[src/rtl/serial_adder.sv]
// rtl/serial_adder.sv - bit-serial WIDTH-bit adder; optional subtract via SERIAL_ADDER_SUB_EN
module serial_adder #(
  parameter int WIDTH = 8
) (
  input  logic             CLK,
  input  logic             RST,
  input  logic             START,
  input  logic [WIDTH-1:0] A,
  input  logic [WIDTH-1:0] B,
`ifdef SERIAL_ADDER_SUB_EN
  input  logic             SUB,
`endif
  output logic             BUSY,
  output logic             DONE,
  output logic [WIDTH-1:0] SUM,
  output logic             CARRY
);

  localparam int CW = $clog2(WIDTH);
  localparam logic [CW-1:0] LAST_BIT = CW'(WIDTH - 1);

  typedef enum logic [1:0] {
    ST_IDLE,
    ST_RUN,
    ST_DONE
  } state_t;

  state_t           state_q, state_d;
  logic [WIDTH-1:0] a_sh_q, a_sh_d;
  logic [WIDTH-1:0] b_sh_q, b_sh_d;
  logic [WIDTH-1:0] s_sh_q, s_sh_d;
  logic             c_ff_q, c_ff_d;
  logic [CW-1:0]    bit_cnt_q, bit_cnt_d;
  logic [WIDTH-1:0] sum_q, sum_d;
  logic             carry_q, carry_d;

  logic             ha1_s, ha1_c, ha2_s, ha2_c, fa_c;
  logic             load_sub;
  logic [WIDTH-1:0] load_b;

  // Full-adder slice built from two half adders on the current LSBs and the carry FF
  assign ha1_s = a_sh_q[0] ^ b_sh_q[0];
  assign ha1_c = a_sh_q[0] & b_sh_q[0];
  assign ha2_s = ha1_s ^ c_ff_q;
  assign ha2_c = ha1_s & c_ff_q;
  assign fa_c  = ha1_c | ha2_c;

`ifdef SERIAL_ADDER_SUB_EN
  // Subtraction is A + ~B + 1: invert B at load and seed the carry with 1
  assign load_sub = SUB;
`else
  assign load_sub = 1'b0;
`endif
  assign load_b = load_sub ? ~B : B;

  // State and datapath registers with synchronous reset
  always_ff @(posedge CLK) begin
    if (RST) begin
      state_q   <= ST_IDLE;
      a_sh_q    <= '0;
      b_sh_q    <= '0;
      s_sh_q    <= '0;
      c_ff_q    <= 1'b0;
      bit_cnt_q <= '0;
      sum_q     <= '0;
      carry_q   <= 1'b0;
    end else begin
      state_q   <= state_d;
      a_sh_q    <= a_sh_d;
      b_sh_q    <= b_sh_d;
      s_sh_q    <= s_sh_d;
      c_ff_q    <= c_ff_d;
      bit_cnt_q <= bit_cnt_d;
      sum_q     <= sum_d;
      carry_q   <= carry_d;
    end
  end

  // Next-state logic: load on START in IDLE, one bit per cycle in RUN, single DONE cycle
  always_comb begin
    state_d   = state_q;
    a_sh_d    = a_sh_q;
    b_sh_d    = b_sh_q;
    s_sh_d    = s_sh_q;
    c_ff_d    = c_ff_q;
    bit_cnt_d = bit_cnt_q;
    sum_d     = sum_q;
    carry_d   = carry_q;
    unique case (state_q)
      ST_IDLE: begin
        if (START) begin
          a_sh_d    = A;
          b_sh_d    = load_b;
          c_ff_d    = load_sub;
          s_sh_d    = '0;
          bit_cnt_d = '0;
          state_d   = ST_RUN;
        end
      end
      ST_RUN: begin
        s_sh_d = {ha2_s, s_sh_q[WIDTH-1:1]};
        a_sh_d = {1'b0, a_sh_q[WIDTH-1:1]};
        b_sh_d = {1'b0, b_sh_q[WIDTH-1:1]};
        c_ff_d = fa_c;
        if (bit_cnt_q == LAST_BIT) begin
          // Counter parks at its terminal value; it is reloaded on the next START
          sum_d   = {ha2_s, s_sh_q[WIDTH-1:1]};
          carry_d = fa_c;
          state_d = ST_DONE;
        end else begin
          bit_cnt_d = bit_cnt_q + CW'(1);
        end
      end
      ST_DONE: begin
        state_d = ST_IDLE;
      end
      default: begin
        state_d = ST_IDLE;
      end
    endcase
  end

  assign BUSY  = (state_q != ST_IDLE);
  assign DONE  = (state_q == ST_DONE);
  assign SUM   = sum_q;
  assign CARRY = carry_q;

endmodule

[config.mk]
export PLATFORM = sky130hd
export DESIGN_NAME = serial_adder
export DESIGN_NICKNAME = d
export VERILOG_FILES = /design/src/rtl/serial_adder.sv
export SDC_FILE = /design/constraint.sdc
export NUM_CORES = 1
export LEC_CHECK = 0
export ABC_AREA = 1
export BUFFER_PORTS_ARGS = -buffer_cell sky130_fd_sc_hd__buf_4
export CAP_MARGIN = 10
export CORE_AREA = 2 2 56 58
export DETAILED_ROUTE_END_ITERATION = 10
export DIE_AREA = 0 0 58 60
export HOLD_SLACK_MARGIN = 0.06
export PLACE_DENSITY = 0.81
export SYNTH_ARGS = -nofsm -noshare
export SYNTH_HDL_FRONTEND = slang
export SYNTH_SLANG_ARGS = --single-unit
[constraint.sdc]
create_clock -name CLK -period 3.4 [get_ports CLK]
set_clock_uncertainty 0.05 [all_clocks]
set_input_delay 0.68 -clock CLK [delete_from_list [all_inputs] [get_ports CLK]]
set_output_delay 0.68 -clock CLK [all_outputs]
set_load 0.01 [all_outputs]
# After elaboration in Yosys (flattened, before gate mapping)
# Index checks and enable logic that the tools add are counted.
# Widths: inputs -> output; s select.
[op_classes] eq_ne=6 add_sub_neg=1 n_mux=14 reduce_logical=7 n_bitwise=5
[op_table] operator="$pmux 8 s2" n=3
[op_table] operator="$mux 8" n=3
[op_table] operator="$mux 3" n=2
[op_table] operator="$ne 2x2->1 const B" n=3
[op_table] operator="$pmux 3 s2" n=1
[op_table] operator="$reduce_and 2->1" n=3
[op_table] operator="$mux 2" n=2
[op_table] operator="$pmux 2 s2" n=1
[op_table] operator="$reduce_bool 2->1" n=2
[op_table] operator="$add 3x1->3 const B" n=1
[op_table] operator="$eq 3x3->1 const B" n=1
[op_table] operator="$reduce_and 3->1" n=1
[op_table] operator="$and 1x1->1" n=2
[op_table] operator="$eq 2x1->1 const B" n=1
[op_table] operator="$eq 2x2->1 const B" n=1
[op_table] operator="$logic_not 2->1" n=1
[op_table] operator="$pmux 1 s2" n=1
[op_table] operator="$xor 1x1->1" n=2
[op_table] operator="$mux 1" n=1
[op_table] operator="$or 1x1->1" n=1
[word_totals] ff_bits=39 word_cells=41

# Longest topological paths before layout
# Gate-level depths: netlist of the first run.
[logic_depth] ltp_word=4 depth_mapped=8 depth_no_buf=8

# Worst setup path after synthesis of the first run
# No wires, ideal clock.
[synth_timing] path_type="input-to-reg" from="in START" to="reg a_sh_q[4]" slack_ns=1.914 cell_stages=7 t_required_ns=3.241 t_arrival_ns=1.327 setup_time_ns=0.109 cell_sequence="clkbuf_2 -> nand2_1 -> buf_2 -> nand3_1 -> nand3_1 -> nand2_1 -> inv_1"
[synth_between] elab_chain_len=2
[synth_rtl] item="start: declaration" line_no="7" text="input logic START,"
[synth_rtl] item="$ne 2x2->1 (no line)"
[synth_rtl] item="$reduce_and 2->1 (no line)"
[synth_rtl] item="end signal: assignment" line_no="69" text="a_sh_q <= a_sh_d;"
[synth_rtl] item="end: declaration" line_no="29" text="logic [WIDTH-1:0] a_sh_q, a_sh_d;"
# No other way between the ends.
# A chain may end at the register's enable or synchronous reset.

# Final worst setup path of the first run
[layout_timing] from="reg state_q[0]" to="out BUSY"
[layout_between] elab_chain_len=1
[layout_rtl] item="start: declaration" line_no="28" text="state_t state_q, state_d;"
[layout_rtl] item="start signal: assignment" line_no="68" text="state_q <= state_d;"
[layout_rtl] item="$reduce_bool 2->1" line_no="123" text="assign BUSY = (state_q != ST_IDLE);"
[layout_rtl] item="end: declaration" line_no="13" text="output logic BUSY,"
# No other way between the ends.

==> results.sh, run 1 <==
export IMPL_outcome="finished, final reports clean"
export IMPL_worst_path_buf_inv=3
export IMPL_grt_max_degree=27
export IMPL_hp_class="reg2reg"
export IMPL_setup_violations_final=0
export IMPL_final_common_cell="nand3_1"
export IMPL_whs_ns=0.421
export IMPL_layout_common_cells="nand3_1 (62), nand2_1 (61), dfxtp_1 (38)"
export IMPL_p_sw_mw=0.200
export IMPL_stdcell_count=287
export IMPL_worstMarginPinSlew_ns=0.891
export IMPL_cts_buffers_inserted=5
export IMPL_path_class="reg2out"
export IMPL_crit_path_max_incr_delay_ns=0.36
export IMPL_dp_cells=279
export IMPL_grt_usage=0.206
export IMPL_fillers=283
export IMPL_endpoint_kind="output port"
export IMPL_dr_pass1_iters=5
export IMPL_setup_tns_ns=0
export IMPL_worstSetupStartpointType="flop"
export IMPL_clkSinkCount=38
export IMPL_path_cells="nor2_1, buf_4, inv_1, buf_4"
export IMPL_path_common_cell="buf_4"
export IMPL_clk_pin_slew_worst_paths_ns=0.11
export IMPL_power_mw=0.795
export IMPL_slowest_stage="dfxtp_1"
export IMPL_avgSynthCellArea_um2=7.15
export IMPL_swShare=0.252
export IMPL_period_needed_ns=1.97
export IMPL_grt_pass1_wl_um=5510
export IMPL_grt_pass1_vias=1310
export IMPL_maxSlewHeadroom=0.406
export IMPL_report_final_hold_viol_count=0
export IMPL_hpwl_um=2200
export IMPL_fin_area_um2=1890
export IMPL_yosys_area_top_type="dfxtp_1"
export IMPL_num_vias=1515
export IMPL_overflow=0
export IMPL_p_per_area_nw_per_um2=420
export IMPL_drt_initial_drc_count=85
export IMPL_die_x_um=58
export IMPL_diodes=0
export IMPL_place_port_buffers=29
export IMPL_ant_nets=0
export IMPL_seqPwrFrac=0.589
export IMPL_clockRootBuffer="clkbuf_4"
export IMPL_ys_seq_area_frac=0.468
export IMPL_multi_input_area_um2=713
export IMPL_ys_types=17
export IMPL_synth_seq_cells=38
export IMPL_p_clk_frac=0.301
export IMPL_synthTopCellsByArea="dfxtp_1 (47%), nand3_1 (19%), nand2_1 (14%), inv_1 (4.4%), a21oi_1 (3.4%)"
export IMPL_io_pins=30
export IMPL_worstPathMaxFanout=15
export IMPL_tritoncts="built"
export IMPL_power_leakage_nw=0.950
export IMPL_gp_congestion=0.763
export IMPL_cts_htree_levels=2
export IMPL_internal_power_mw=0.595
export IMPL_drc=0
export IMPL_worst_endpoint_required_ns=2.67
export IMPL_wl_per_cell_um=11.5
export IMPL_path_delay_family="buffers and inverters"
export IMPL_start_util=0.559
export IMPL_fin_util=0.653
export IMPL_clk_path_buf_depth=2
export IMPL_die_y_um=60
export IMPL_dpl_cell_area_um2=1830
export IMPL_synth_cells=227
export IMPL_synth_area_um2=1620
export IMPL_die_area_um2=3480
export IMPL_cts_setup_buffers=0
export IMPL_setup_ws_ns=1.43
export IMPL_clkLatencyLatePin_ns=0.34
export IMPL_place_ws_ns=1.45
export IMPL_ir_drop_mv=0.375
export IMPL_syn_num_nets=249
export IMPL_area_growth_pct=16.6
export IMPL_antenna_found_initial=0
export IMPL_power_frac_comb=0.110
export IMPL_seq_area_um2=761
export IMPL_max_cap_violations=0
export IMPL_fin_crit_sh=0.578
export IMPL_cts_hold_buffers=0
export IMPL_yosysTopAreaCellShare=0.468
export IMPL_yosysWarnings=0
export IMPL_core_area_um2=2900
export IMPL_nets=275
export IMPL_cts_resized_gates=0
export IMPL_drt_wl_total_um=3290
export IMPL_rsz0062_at_grt="no"
export IMPL_drive_gt1_frac=0.165
export IMPL_fmax_mhz=509
export IMPL_std_cell_rows=20
export IMPL_detail_route_vias_per_cell=5.28
export IMPL_slew_violations=0
export IMPL_cp_arrival_ns=1.24
==> worst min-delay path, stage by stage, from the launching register on <==
cell and delay [ns]:
dfxtp_1 0.33, nand2_1 0.06, a21oi_1 0.05
==> state kept, by name, indices dropped and copies added, names as in the netlist <==
| name | count |
|---|---|
| a_sh_q | 8 |
| b_sh_q | 8 |
| s_sh_q | 7 |
| state_q | 2 |
| c_ff_q | 1 |
| bit_cnt_q | 3 |
| SUM | 8 |
| CARRY | 1 |
==> cell type report <==
cell class                      count  area share
Clock buffer                        7      0.0291
Clock inverter                      1     0.00264
Inverter                           23      0.0456
Multi-Input combinational cell    154       0.376
Sequential cell                    38       0.402
Tap cell                           33      0.0218
Timing Repair Buffer               31       0.123
==> per-layer routing <==
metal | global-route usage | wire [um] | vias to the layer above
met2 | 0.318 | 1530 | 42
met4 | 0.0532 | 37 | 0
met3 | 0.0649 | 214 | 4
li1 | - | - | 782
met1 | 0.279 | 1510 | 687
met5 | 0 | 0 | -
==> cell families after synthesis <==
| group | synth area share |
|---|---|
| and+or+nand+nor | 0.371 |
| DFF | 0.468 |
| buffers and inverters | 0.0924 |
| AOI/OAI and AO/OA | 0.0401 |
| adders and majority gates | 0.0277 |
==> final timing paths <==
kind                     start           end  slack (ns)  cells after the start
setup reg to reg    state_q[0]     b_sh_q[0]        1.78                      6
hold / removal    bit_cnt_q[1]  bit_cnt_q[1]        0.42                      2
hold reg to reg   bit_cnt_q[1]  bit_cnt_q[1]        0.42                      2
setup / recovery    state_q[0]          BUSY        1.43                      4
==> power by group through the flow <==
stage | registers, mW | clock network (mW) | logic [mW]
floorplan | 0.476 | 0 | 0.0605
global placement | 0.478 | 0 | 0.0862
detailed placement | 0.478 | 0 | 0.0873
CTS | 0.468 | 0.247 | 0.0880
global route | 0.470 | 0.270 | 0.0991
finish | 0.468 | 0.239 | 0.0875
==> cells in the mapped netlist <==
cell type  instances
a21oi_1           11
dfxtp_1           38
inv_1             19
nand3_1           62
buf_4              3
nand2_1           61
clkbuf_1           3
fa_1               1
nand2_2            1
buf_2              5
clkbuf_2           1
ha_1               2
inv_2              1
nor2_1            12
o21ai_0            2
clkinv_1           3
nor2_2             2
(Power assumes the default switching activity.)
==> run 2, diff against run 1 <==
--- a/config.mk
+++ b/config.mk
@@ -8,11 +8,11 @@
 export ABC_AREA = 1
 export BUFFER_PORTS_ARGS = -buffer_cell sky130_fd_sc_hd__buf_4
 export CAP_MARGIN = 10
-export CORE_AREA = 2 2 56 58
+export CORE_AREA = 2 2 61 63
 export DETAILED_ROUTE_END_ITERATION = 10
-export DIE_AREA = 0 0 58 60
+export DIE_AREA = 0 0 63 65
 export HOLD_SLACK_MARGIN = 0.06
-export PLACE_DENSITY = 0.81
+export PLACE_DENSITY = 0.73
 export SYNTH_ARGS = -nofsm -noshare
 export SYNTH_HDL_FRONTEND = slang
 export SYNTH_SLANG_ARGS = --single-unit
==> constraint.sdc (replaced) <==
create_clock -name CLK -period 1.6 [get_ports CLK]
set_clock_uncertainty 0.05 [all_clocks]
set_input_delay 0.32 -clock CLK [delete_from_list [all_inputs] [get_ports CLK]]
set_output_delay 0.32 -clock CLK [all_outputs]
set_load 0.01 [all_outputs]
==> run 2 against run 1 <==
Effect of this change:
- via count rose by 0.53%
- largest power group unchanged
- total power rose by 110%
- setup slack got worse by 1.3 ns
- sequential share of layout area fell by 1.2 points
- combinational power rose by 140%
- global-route usage fell by 2.4 points
- worst hold slack got worse by 0.25 ns
- non-clock buffer count rose by 5
==> results.sh, run 2 (synthesis gave the netlist of run 1 again) <==
export IMPL_drc=0
export IMPL_ant_nets=0
export IMPL_overflow=0
export IMPL_p_clk_frac=0.277
export IMPL_gp_congestion=0.772
export IMPL_io_pins=30
export IMPL_grt_pass1_vias=1356
export IMPL_nets=280
export IMPL_power_leakage_nw=0.966
export IMPL_clk_pin_slew_worst_paths_ns=0.10
export IMPL_die_x_um=63
export IMPL_report_final_hold_viol_count=0
export IMPL_place_port_buffers=29
export IMPL_outcome="finished, final reports clean"
export IMPL_die_area_um2=4100
export IMPL_tritoncts="built"
export IMPL_cts_htree_levels=2
export IMPL_worst_endpoint_required_ns=1.23
export IMPL_p_per_area_nw_per_um2=849
export IMPL_core_area_um2=3500
export IMPL_wl_per_cell_um=11.4
export IMPL_std_cell_rows=22
export IMPL_drive_gt1_frac=0.186
export IMPL_hp_class="in2reg"
export IMPL_clockRootBuffer="clkbuf_4"
export IMPL_detail_route_vias_per_cell=4.98
export IMPL_setup_tns_ns=0
export IMPL_die_y_um=65
export IMPL_start_util=0.465
export IMPL_hpwl_um=2370
export IMPL_layout_common_cells="nand3_1 (62), nand2_1 (61), dfxtp_1 (38)"
export IMPL_clkLatencyLatePin_ns=0.34
export IMPL_area_growth_pct=20.3
export IMPL_maxSlewHeadroom=0.834
export IMPL_endpoint_kind="output port"
export IMPL_worstMarginPinSlew_ns=0.248
export IMPL_whs_ns=0.173
export IMPL_path_class="reg2out"
export IMPL_cp_arrival_ns=1.13
export IMPL_rsz0062_at_grt="no"
export IMPL_ir_drop_mv=0.425
export IMPL_diodes=0
export IMPL_slew_violations=0
export IMPL_cts_buffers_inserted=5
export IMPL_drt_initial_drc_count=105
export IMPL_grt_pass1_wl_um=5820
export IMPL_num_vias=1523
export IMPL_cts_setup_buffers=0
export IMPL_max_cap_violations=0
export IMPL_setup_violations_final=0
export IMPL_fmax_mhz=665
export IMPL_fin_util=0.559
export IMPL_worstPathMaxFanout=5
export IMPL_clk_path_buf_depth=2
export IMPL_worstSetupStartpointType="flop"
export IMPL_p_sw_mw=0.429
export IMPL_grt_usage=0.181
export IMPL_internal_power_mw=1.23
export IMPL_clkSinkCount=38
export IMPL_dr_pass1_iters=4
export IMPL_final_common_cell="nand3_1"
export IMPL_period_needed_ns=1.50
export IMPL_swShare=0.258
export IMPL_fin_crit_sh=0.939
export IMPL_seqPwrFrac=0.599
export IMPL_antenna_found_initial=0
export IMPL_power_frac_comb=0.124
export IMPL_drt_wl_total_um=3490
export IMPL_grt_max_degree=26
## run 2: cell types whose count changed in the layout (fill, tap and decap cells not counted)
cell,before,now
clkbuf_8,1,0
clkinvlp_4,0,1
clkinv_2,1,0
nor2_1,12,11
buf_12,0,1
nor2_2,2,3
buf_4,31,35
inv_2,1,2
clkbuf_1,1,2
clkinv_1,3,1
## run 2: final timing paths
check | cells after the start | start | end | slack [ns]
max reg2reg | 8 | bit_cnt_q[0] | SUM[5] | 0.14
min | 3 | B[7] | b_sh_q[7] | 0.17
min reg2reg | 2 | s_sh_q[3] | SUM[2] | 0.42
max | 3 | state_q[0] | BUSY | 0.1
## run 2: area by class of cell
cell class                      count  area [um^2]
Inverter                           23         90.1
Fill cell                         360         1540
Timing Repair Buffer               36          283
Clock buffer                        7         45.0
Sequential cell                    38          761
Tap cell                           48         60.1
Multi-Input combinational cell    154          716
## run 2: critical path, stage by stage, from the launching register on
cell and delay [ns]:
dfxtp_1 0.37, nor2_2 0.20, inv_1 0.08, buf_4 0.14
## run 2: power by group through the flow
stage	clock network, mW	logic, mW	registers, mW
after floorplan	0	0.129	1.01
after global placement	0	0.204	1.02
after detailed placement	0	0.206	1.02
after CTS	0.475	0.207	0.994
after global routing	0.510	0.230	0.998
final	0.459	0.206	0.994
## run 2: through the flow
stage,instances,worst slack [ns],power (mW),instance area [um^2]
2_1_floorplan,227,0.280,1.14,1620
3_3_place_gp,299,0.149,1.22,1900
3_5_place_dp,299,0.113,1.22,1900
4_1_cts,306,0.0335,1.68,1950
5_1_grt,306,0.00930,1.74,1950
6_report,306,0.0971,1.66,1950
## run 2: repair_timing
| action | in CTS | in global routing |
|---|---|---|
| gates resized for setup | 0 | 3 |
| hold buffers | 0 | 0 |
| endpoints found under the setup margin | 0 | 10 |
## run 2: per-layer routing
metal  global-route usage  part of all wire  vias to the layer above
met3               0.0486             0.045                        9
met1                0.212              0.47                      690
met4               0.0667             0.018                        0
met5                    0                 0                        -
met2                0.318              0.47                       34
li1                     -                 -                      790
